===== src/rtl/xc_malu_pkg.sv =====
// xc_malu_pkg
//   Shared definitions for the multi-cycle ALU issue logic:
//   - OP_* request operation codes (0..13); codes 14/15 are illegal
//   - OP_IS_LONG mask marking ops whose result is the full 64-bit word
//   - state_t sequencer states
//   - op_is_long() helper
package xc_malu_pkg;

  localparam logic [3:0] OP_DIV    = 4'd0;
  localparam logic [3:0] OP_DIVU   = 4'd1;
  localparam logic [3:0] OP_REM    = 4'd2;
  localparam logic [3:0] OP_REMU   = 4'd3;
  localparam logic [3:0] OP_MUL    = 4'd4;
  localparam logic [3:0] OP_MULU   = 4'd5;
  localparam logic [3:0] OP_MULSU  = 4'd6;
  localparam logic [3:0] OP_CLMUL  = 4'd7;
  localparam logic [3:0] OP_PMUL   = 4'd8;
  localparam logic [3:0] OP_PCLMUL = 4'd9;
  localparam logic [3:0] OP_MADD   = 4'd10;
  localparam logic [3:0] OP_MSUB   = 4'd11;
  localparam logic [3:0] OP_MACC   = 4'd12;
  localparam logic [3:0] OP_MMUL   = 4'd13;

  localparam int unsigned NUM_UOPS = 14;

  // One bit per op code: madd, msub, macc, mmul return all 64 bits.
  localparam logic [15:0] OP_IS_LONG = 16'b0011_1100_0000_0000;

  typedef enum logic [1:0] {
    ST_IDLE = 2'd0,
    ST_RUN  = 2'd1,
    ST_RESP = 2'd2
  } state_t;

  function automatic logic op_is_long(input logic [3:0] op);
    return OP_IS_LONG[op];
  endfunction

endpackage


===== src/rtl/xc_malu_issue_dec.sv =====
// xc_malu_issue_dec
//   Combinational decode of an operation code into the ALU's one-hot uop lines.
//   Ports:
//     op       in   4   operation code (OP_*)
//     uop      out  14  one-hot uop, bit i set when op == i; all zero for illegal ops
//     is_long  out  1   op returns the full 64-bit result
import xc_malu_pkg::*;

module xc_malu_issue_dec (
  input  logic [3:0]          op,
  output logic [NUM_UOPS-1:0] uop,
  output logic                is_long
);

  always_comb begin
    uop = '0;
    for (int unsigned i = 0; i < NUM_UOPS; i++) begin
      uop[i] = (op == 4'(i));
    end
    is_long = op_is_long(op);
  end

endmodule


===== src/rtl/xc_malu_issue.sv =====
// xc_malu_issue
//   Sequencer between the pipeline and the multi-cycle ALU (xc_malu). Accepts one
//   request, registers operands, drives uop/pack-width/valid to the ALU, waits for
//   malu_ready, captures and selects the result, pulses malu_flush to return the
//   ALU to its init state and presents a response until consumed.
//   Parameters:
//     TIMEOUT  cycles in RUN before the request is abandoned with rsp_err=1
//     CW       watchdog counter width; must hold TIMEOUT-1
//   Ports:
//     clock, resetn              clock, asynchronous active-low reset
//     req_valid/req_ready        request handshake
//     req_op/hi/pw/rs1-3/rd      request op code, high-half select, one-hot pack
//                                width {pw_2,pw_4,pw_8,pw_16,pw_32}, operands, tag
//     cancel                     pipeline kill, abandons any in-flight request
//     rsp_valid/rsp_ready        response handshake
//     rsp_data/rsp_rd/rsp_err    result, echoed tag, watchdog/illegal-op error
//     malu_rs1-3                 registered operands to the ALU
//     malu_valid                 high throughout RUN
//     malu_flush                 single-cycle ALU reset pulse
//     malu_uop_*                 one-hot uop lines (only in RUN)
//     malu_pw_*                  registered pack width
//     malu_result/malu_ready     ALU result and its valid strobe
import xc_malu_pkg::*;

module xc_malu_issue #(
  parameter int unsigned TIMEOUT = 128,
  parameter int unsigned CW      = 8
) (
  input  logic        clock,
  input  logic        resetn,

  input  logic        req_valid,
  output logic        req_ready,
  input  logic [3:0]  req_op,
  input  logic        req_hi,
  input  logic [4:0]  req_pw,
  input  logic [31:0] req_rs1,
  input  logic [31:0] req_rs2,
  input  logic [31:0] req_rs3,
  input  logic [4:0]  req_rd,

  input  logic        cancel,

  output logic        rsp_valid,
  input  logic        rsp_ready,
  output logic [63:0] rsp_data,
  output logic [4:0]  rsp_rd,
  output logic        rsp_err,

  output logic [31:0] malu_rs1,
  output logic [31:0] malu_rs2,
  output logic [31:0] malu_rs3,
  output logic        malu_valid,
  output logic        malu_flush,
  output logic        malu_uop_div,
  output logic        malu_uop_divu,
  output logic        malu_uop_rem,
  output logic        malu_uop_remu,
  output logic        malu_uop_mul,
  output logic        malu_uop_mulu,
  output logic        malu_uop_mulsu,
  output logic        malu_uop_clmul,
  output logic        malu_uop_pmul,
  output logic        malu_uop_pclmul,
  output logic        malu_uop_madd,
  output logic        malu_uop_msub,
  output logic        malu_uop_macc,
  output logic        malu_uop_mmul,
  output logic        malu_pw_2,
  output logic        malu_pw_4,
  output logic        malu_pw_8,
  output logic        malu_pw_16,
  output logic        malu_pw_32,
  input  logic [63:0] malu_result,
  input  logic        malu_ready
);

  localparam logic [CW-1:0] WD_LAST = CW'(TIMEOUT - 1);

  state_t        state_q;
  logic [3:0]    op_q;
  logic          hi_q;
  logic [4:0]    pw_q;
  logic [CW-1:0] wd_q;

  logic [NUM_UOPS-1:0] dec_uop;
  logic [NUM_UOPS-1:0] uop_run;
  logic                dec_long;
  logic                in_run;
  logic                accept;
  logic                req_legal;
  logic                expire;
  logic [63:0]         sel_data;

  xc_malu_issue_dec u_dec (
    .op      (op_q),
    .uop     (dec_uop),
    .is_long (dec_long)
  );

  assign in_run     = (state_q == ST_RUN);
  assign req_ready  = (state_q == ST_IDLE) && !cancel;
  assign accept     = req_valid && req_ready;
  assign req_legal  = (req_op <= OP_MMUL);
  assign expire     = (wd_q == WD_LAST);

  assign rsp_valid  = (state_q == ST_RESP);
  assign malu_valid = in_run;
  // Every exit from RUN resets the ALU on that same edge; malu_ready wins over
  // expiry because both are handled identically here and only the data differs.
  assign malu_flush = in_run && (cancel || malu_ready || expire);

  // Uops are only presented while the ALU is running; the op register itself
  // still holds the last request after the run ends.
  assign uop_run = dec_uop & {NUM_UOPS{in_run}};

  assign malu_uop_div    = uop_run[OP_DIV];
  assign malu_uop_divu   = uop_run[OP_DIVU];
  assign malu_uop_rem    = uop_run[OP_REM];
  assign malu_uop_remu   = uop_run[OP_REMU];
  assign malu_uop_mul    = uop_run[OP_MUL];
  assign malu_uop_mulu   = uop_run[OP_MULU];
  assign malu_uop_mulsu  = uop_run[OP_MULSU];
  assign malu_uop_clmul  = uop_run[OP_CLMUL];
  assign malu_uop_pmul   = uop_run[OP_PMUL];
  assign malu_uop_pclmul = uop_run[OP_PCLMUL];
  assign malu_uop_madd   = uop_run[OP_MADD];
  assign malu_uop_msub   = uop_run[OP_MSUB];
  assign malu_uop_macc   = uop_run[OP_MACC];
  assign malu_uop_mmul   = uop_run[OP_MMUL];

  assign malu_pw_2  = pw_q[4];
  assign malu_pw_4  = pw_q[3];
  assign malu_pw_8  = pw_q[2];
  assign malu_pw_16 = pw_q[1];
  assign malu_pw_32 = pw_q[0];

  assign sel_data = dec_long ? malu_result
                             : {32'h0, hi_q ? malu_result[63:32] : malu_result[31:0]};

  always_ff @(posedge clock or negedge resetn) begin
    if (!resetn) begin
      state_q  <= ST_IDLE;
      op_q     <= '0;
      hi_q     <= 1'b0;
      pw_q     <= '0;
      wd_q     <= '0;
      malu_rs1 <= '0;
      malu_rs2 <= '0;
      malu_rs3 <= '0;
      rsp_data <= '0;
      rsp_rd   <= '0;
      rsp_err  <= 1'b0;
    end else begin
      case (state_q)
        ST_IDLE: begin
          if (accept) begin
            op_q     <= req_op;
            hi_q     <= req_hi;
            pw_q     <= req_pw;
            wd_q     <= '0;
            malu_rs1 <= req_rs1;
            malu_rs2 <= req_rs2;
            malu_rs3 <= req_rs3;
            rsp_rd   <= req_rd;
            if (req_legal) begin
              state_q <= ST_RUN;
            end else begin
              // Illegal op never reaches the ALU: answer with an error at once.
              rsp_data <= '0;
              rsp_err  <= 1'b1;
              state_q  <= ST_RESP;
            end
          end
        end
        ST_RUN: begin
          if (cancel) begin
            state_q <= ST_IDLE;
          end else if (malu_ready) begin
            rsp_data <= sel_data;
            rsp_err  <= 1'b0;
            state_q  <= ST_RESP;
          end else if (expire) begin
            rsp_data <= '0;
            rsp_err  <= 1'b1;
            state_q  <= ST_RESP;
          end else begin
            wd_q <= wd_q + 1'b1;
          end
        end
        ST_RESP: begin
          if (cancel || rsp_ready) begin
            state_q <= ST_IDLE;
          end
        end
        default: state_q <= ST_IDLE;
      endcase
    end
  end

endmodule


===== config.mk =====
export PLATFORM = sky130hd
export DESIGN_NAME = xc_malu_issue
export DESIGN_NICKNAME = d
export VERILOG_FILES = /design/src/rtl/xc_malu_pkg.sv /design/src/rtl/xc_malu_issue_dec.sv /design/src/rtl/xc_malu_issue.sv
export SDC_FILE = /design/constraint.sdc
export NUM_CORES = 1
export LEC_CHECK = 0
export CAP_MARGIN = 25
export CORE_MARGIN = 5
export CORE_UTILIZATION = 44
export CTS_CLUSTER_SIZE = 8
export DETAILED_ROUTE_END_ITERATION = 16
export PLACE_DENSITY = 0.89
export SETUP_SLACK_MARGIN = 0.15
export SLEW_MARGIN = 30
export SYNTH_ARGS = -nofsm -noshare
export SYNTH_HDL_FRONTEND = slang
export SYNTH_SLANG_ARGS = --single-unit

===== constraint.sdc =====
create_clock -name clock -period 4.8 [get_ports clock]
set_input_delay 0.48 -clock clock [delete_from_list [all_inputs] [get_ports clock]]
set_output_delay 0.48 -clock clock [all_outputs]
set_load 0.01 [all_outputs]

== After elaboration in Yosys (flattened, before gate mapping) ==
Memories as Yosys holds them, arrays and structs flattened.
Cells that the tools add are included.

* $add $sub $neg: 1
* Magnitude comparators: 2
* Equality and inequality tests: 24
* Muxes and demuxes: 27
* Bitwise gates (word level): 1
* Reduce and logical (&&, ||, !) cells: 14

{| class="wikitable"
|+ Operator list
! kind !! number
|-
| 2-to-1 mux 64 bit || 6
|-
| case mux 64 bit (2 select lines) || 1
|-
| 2-to-1 mux 32 bit || 1
|-
| 2-to-1 mux 8 bit || 4
|-
| equality test 4 bit, second input constant || 6
|-
| equality test 4 x 3 -> 1 bit, second input constant || 4
|-
| case mux 8 bit (2 select lines) || 1
|-
| bitwise AND 14 bit || 1
|-
| 2-to-1 mux 2 bit || 6
|-
| inequality test 2 bit, second input constant || 5
|-
| AND reduction 5 bit || 2
|-
| adder 8 x 1 -> 8 bit, second input constant || 1
|-
| equality test 4 x 2 -> 1 bit, second input constant || 2
|-
| equality test 8 x 7 -> 1 bit, second input constant || 1
|-
| 2-to-1 mux 1 bit || 6
|-
| case mux 2 bit (3 select lines) || 1
|-
| less-than comparator 4 x 5 -> 1 bit, second input constant || 1
|-
| equality test 4 x 1 -> 1 bit, second input constant || 1
|-
| <= comparator 4 bit, second input constant || 1
|-
| zero test 4 bit || 1
|-
| inequality test 4 x 3 -> 1 bit, second input constant || 1
|-
| logical AND 1 bit || 3
|-
| logical OR 1 bit || 3
|-
| inequality test 3 x 2 -> 1 bit, second input constant || 1
|-
| 9 further kinds || 9
|}

* Flip-flop bits (word level): 186
* ROM bits: 16
* Input bits: 181
* Output and inout bits: 189
* Logic and storage cells: 81
* Memories kept: 1

{| class="wikitable"
|+ Memories
! name !! depth !! bits a word !! read ports !! clocked after memory_dff !! write ports !! RTL line !! RTL
|-
| (name not given) || 16 || 1 || 1 || 0 || 0 || xc_malu_pkg.sv:36 || <nowiki>return OP_IS_LONG[op];</nowiki>
|}

== Longest topological paths before layout ==
* Depth in word-level cells: 6
* Depth in mapped cells: 8
* Depth with buffers taken out: 5

== Cells and area by module ==
Synthesis repeated with hierarchy kept, for this count alone.

* Cell total of the unflattened synthesis: 526
* Area total of the unflattened synthesis: 7587.3 um^2

{| class="wikitable"
|+ Modules (own cells, without submodules)
! module !! instances !! cells each !! area each (um^2) !! seq. area each (um^2)
|-
| xc_malu_issue || 1 || 505 || 7460.9 || 4654.5
|-
| xc_malu_issue_dec || 1 || 21 || 126.4 || 0.0
|}

== Worst setup path before layout ==
No wires, ideal clock.

* Path type: register to register
* Start: register wd_q[0]
* End: register rsp_data[10]
* Setup time: 0.132 ns
* Arrival: 1.743 ns
* Data required time: 4.668 ns
* Path slack: 2.925 ns
* Cell stages (with the launch flop): 9
* Buffers on the path: 3
* Period minus slack after synthesis: 1.875 ns
* Cell sequence: dfrtp_1 > ha_1 > and3b_2 > a21oi_2 > a221o_1 > clkbuf_1 > buf_6 > buf_2 > o2bb2ai_1

* Word-level cells in the longest chain between the ends: 3

{| class="wikitable"
|+ RTL lines
! item !! RTL line !! RTL
|-
| from (decl) || xc_malu_issue.sv:84 || <nowiki>logic [CW-1:0] wd_q;</nowiki>
|-
| from (signal assigned) || xc_malu_issue.sv:188 || <nowiki>wd_q <= wd_q + 1'b1;</nowiki>
|-
| equality test 8 x 7 -> 1 bit || xc_malu_issue.sv:105 || <nowiki>assign expire = (wd_q == WD_LAST);</nowiki>
|-
| inequality test 3 x 2 -> 1 bit (no line) || -- ||
|-
| AND reduction 5 bit (no line) || -- ||
|-
| to (signal assigned) || xc_malu_issue.sv:180 || <nowiki>rsp_data <= sel_data;</nowiki>
|-
| to (decl) || xc_malu_issue.sv:46 || <nowiki>output logic [63:0] rsp_data,</nowiki>
|}

Every way passes these cells.
A chain may end at the register's enable or synchronous reset.

== Worst setup path in the final report ==
* Start: register state_q[1]
* End: output malu_uop_mul

* Word-level cells in the longest chain between the ends: 2

{| class="wikitable"
|+ RTL lines
! item !! RTL line !! RTL
|-
| from (decl) || xc_malu_issue.sv:80 || <nowiki>state_t state_q;</nowiki>
|-
| from (signal assigned) || xc_malu_issue.sv:143 || <nowiki>state_q <= ST_IDLE;</nowiki>
|-
| from (signal assigned) || xc_malu_issue.sv:167 || <nowiki>state_q <= ST_RUN;</nowiki>
|-
| from (signal assigned) || xc_malu_issue.sv:172 || <nowiki>state_q <= ST_RESP;</nowiki>
|-
| equality test 2 x 1 -> 1 bit || xc_malu_issue.sv:101 || <nowiki>assign in_run = (state_q == ST_RUN);</nowiki>
|-
| bitwise AND 14 bit || xc_malu_issue.sv:115 || <nowiki>assign uop_run = dec_uop & {NUM_UOPS{in_run}};</nowiki>
|-
| to (decl) || xc_malu_issue.sv:59 || <nowiki>output logic malu_uop_mul,</nowiki>
|}

Every way passes these cells.

==> reports/results.ini <==
[placed_design]
gp_congestion = 0.875
dpl.hpwl_um = 18100
place.port_buffers = 369
dp.cells = 1137

[outcome]
status = finished clean

[layout]
layout.cells.non_filler = 1169
nFillCells = 1211
area_delta_synth_final_pct = 58.0
seq_area_sq_um = 4650
drive_gt1_share_pct = 16.8
multi_input_area_sq_um = 2810
antenna-diode-count = 0
layout.nets = 1113

[pwr]
swShare_pct = 31.1
p_int_w = 0.00453
power_switching_w = 0.00205
pwr_density_cell_nw_per_um2 = 539
clock_power_share_pct = 20.7
p_leak_nw = 5.26
pwr-share-comb_pct = 41.7
seq_power_share_pct = 37.6
irDropWorstVdd_v = 0.000291

[drt]
drt_iter0_drc = 195
drc = 0
dr.pass1.iters = 6
vias = 5984
routed_wl_um = 24100
wl_per_cell_um = 20.6
via_per_inst = 5.12
ant_nets = 0

[clock_tree]
cts_resized = 0
htree_levels = 4
cts_sinks = 186
cts_made_buffers = 17
clock_path_buffers = 2
post_cts_buffers = 0
cts_tree = built
cts-root-buf = clkbuf_16
holdBufCountCts = 0
clock_insertion_delay_worst_skew_ns = 0.42
path_clk_slew_ns = 0.07

[sta]
max_freq_mhz = 331
whs_ns = 0.144
max-slew-margin-rel_pct = 38.0
fin_crit_sh_pct = 62.9
tightestPinTransition_ns = 0.929
fin_worst_skew_ns = 0.0106
min_period_ns = 3.02
rsz0062_at_grt = false
slew_viol_final = 0
setup_viol = 0
fin_tns_setup_ns = 0
finalHoldViolations = 0

[die]
rows = 48
pin_count = 370
die_h_um = 143
die_width_um = 143
start_util_pct = 44.8
die_area_sq_um = 20300
core_sq_um = 17200

[logic_synthesis]
syn_inst = 569
avgSynthCellArea_sq_um = 13.6
synth-seq-cells = 186
async_flop_share_pct = 100
syn-num-nets = 751
yosys_most_used_dff = dfrtp_1
synth_edf_count = 0
yosys.cell_types.count = 43
ys.warnings.count = 0
mappedNetlistArea_sq_um = 7730
synth_seq_area_share_pct = 60.2

[setup_path]
reg2reg_to = rsp_data[38]
reg2regPathDepth = 5
cp-end-kind = primary output
required_ns = 4.32
reg2reg_slack_ns = 2.45
r2r_start = wd_q[0]
arrival_ns = 2.54
critPathLaunchType = register
critPathKind = register to primary output
path_max_fanout = 10

[global_routing]
overflow = 0
grt_max_degree = 113
antenna_found_initial = 2
grt_pass1_wl_um = 36800
grt.total_usage_pct = 23.4
grt_pass1_vias = 6634

[run]
max_cap_violations = 0

[worst_hold_path]
min_path_type = input port to async pin

-- cell families (layout without fill, tap and decap cells) --
kind of cell    count (synthesis)  in the layout  synth area share [%]
flops                         186            186                  60.2
mux                           176            176                  24.6
simple gates                   79             79                  4.74
buf+inv                        70            445                  3.97
compound gates                 56             56                  6.17
fa+ha+maj                       1              1                 0.162
xor+xnor                        1              1                 0.113
-- power by group through the flow --
stage / sequential, W / clock, W / combinational [W]
2_1_floorplan: 0.00271 / 0 / 0.000920
5_1_grt: 0.00255 / 0.00146 / 0.00293
3_5_place_dp: 0.00249 / 0 / 0.00277
4_1_cts: 0.00248 / 0.00139 / 0.00279
6_report: 0.00247 / 0.00136 / 0.00275
3_3_place_gp: 0.00246 / 0 / 0.00273
-- critical path, stage by stage (launching register included) --
cell and delay, ns:
dfrtp_1 0.41, nand2b_1 0.37, inv_2 0.29, nand3b_1 0.22
nor3_1 0.23, clkdlybuf4s50_1 0.60
-- cells in the final DEF, fill, tap and decap left out, drive strengths merged, types with 6 or more instances in the layout --
cell type	Yosys	layout
nor2	17	17
mux2i	64	64
nor3	6	6
clkdlybuf4s50	0	368
clkbuf	8	22
dfrtp	186	186
nand3	6	6
inv	38	42
o21ai	6	6
buf	24	6
mux2	112	112
nand2	36	36
o2bb2ai	32	32
-- synth_stat cells, types with 2 or more instances --
master / number / area, sq um
a21o_1: 3 / 22.5
buf_6: 2 / 22.5
or3_1: 2 / 12.5
dfrtp_1: 186 / 4650
and3_1: 3 / 18.8
mux2_2: 112 / 1260
buf_2: 20 / 100
o21ai_0: 5 / 25.0
nor3_1: 6 / 30.0
a221o_1: 2 / 20.0
a22o_1: 2 / 17.5
mux2i_1: 64 / 641
nand3_1: 6 / 30.0
clkbuf_1: 8 / 30.0
nor2_1: 17 / 63.8
nand2_1: 36 / 135
inv_1: 37 / 139
o2bb2ai_1: 32 / 280
nand2b_1: 2 / 12.5
-- worst max path at each step --
stage | from | to | slack [ns] | cells past startpoint
floorplan | wd_q[0] | rsp_data[10] | 2.93 | 8
global placement | cancel | state_q[1] | 2.21 | 5
detailed placement | cancel | rsp_data[35] | 2.18 | 5
CTS | state_q[1] | malu_uop_mul | 1.74 | 5
global route | state_q[1] | malu_uop_mul | 1.60 | 5
finish | state_q[1] | malu_uop_mul | 1.78 | 5
-- flip-flops by register name, summed over array words and instances (netlist names) --
| signal | cells |
|---|---|
| hi_q | 1 |
| rsp_err | 1 |
| op_q | 4 |
| rsp_data | 64 |
| malu_rs1 | 32 |
| malu_rs3 | 32 |
| state_q | 2 |
| malu_rs2 | 32 |
| wd_q | 8 |
| rsp_rd | 5 |
| pw_q | 5 |
-- metal layers --
| layer | GRT usage, % | share of wire [%] | vias up |
|---|---|---|---|
| li1 | - | - | 2722 |
| met1 | 25.4 | 36 | 2951 |
| met2 | 40.9 | 51 | 264 |
| met3 | 10.8 | 11 | 43 |
| met4 | 7.15 | 2.2 | 4 |
| met5 | 0 | 0.11 | - |
-- stage by stage --
step	total power, W	util [%]	worst slack (ns)	cell area [sq um]
floorplan	0.00363	-	2.93	7730
global placement	0.00519	67.5	2.21	11600
detailed placement	0.00526	67.5	2.18	11600
CTS	0.00666	70.8	1.74	12200
global route	0.00694	70.8	1.60	12200
finish	0.00658	70.8	1.78	12200
-- final cells by class --
| cell class | instances | share of cell area, % |
|---|---|---|
| multi-input cells | 313 | 23.0 |
| well taps | 225 | 2.31 |
| flip-flops and latches | 186 | 38.1 |
| repair buffers | 375 | 30.8 |
| clock inverters | 11 | 0.902 |
| inverters | 38 | 1.17 |
| clock buffers | 21 | 3.77 |
(Power assumes the default switching activity.)
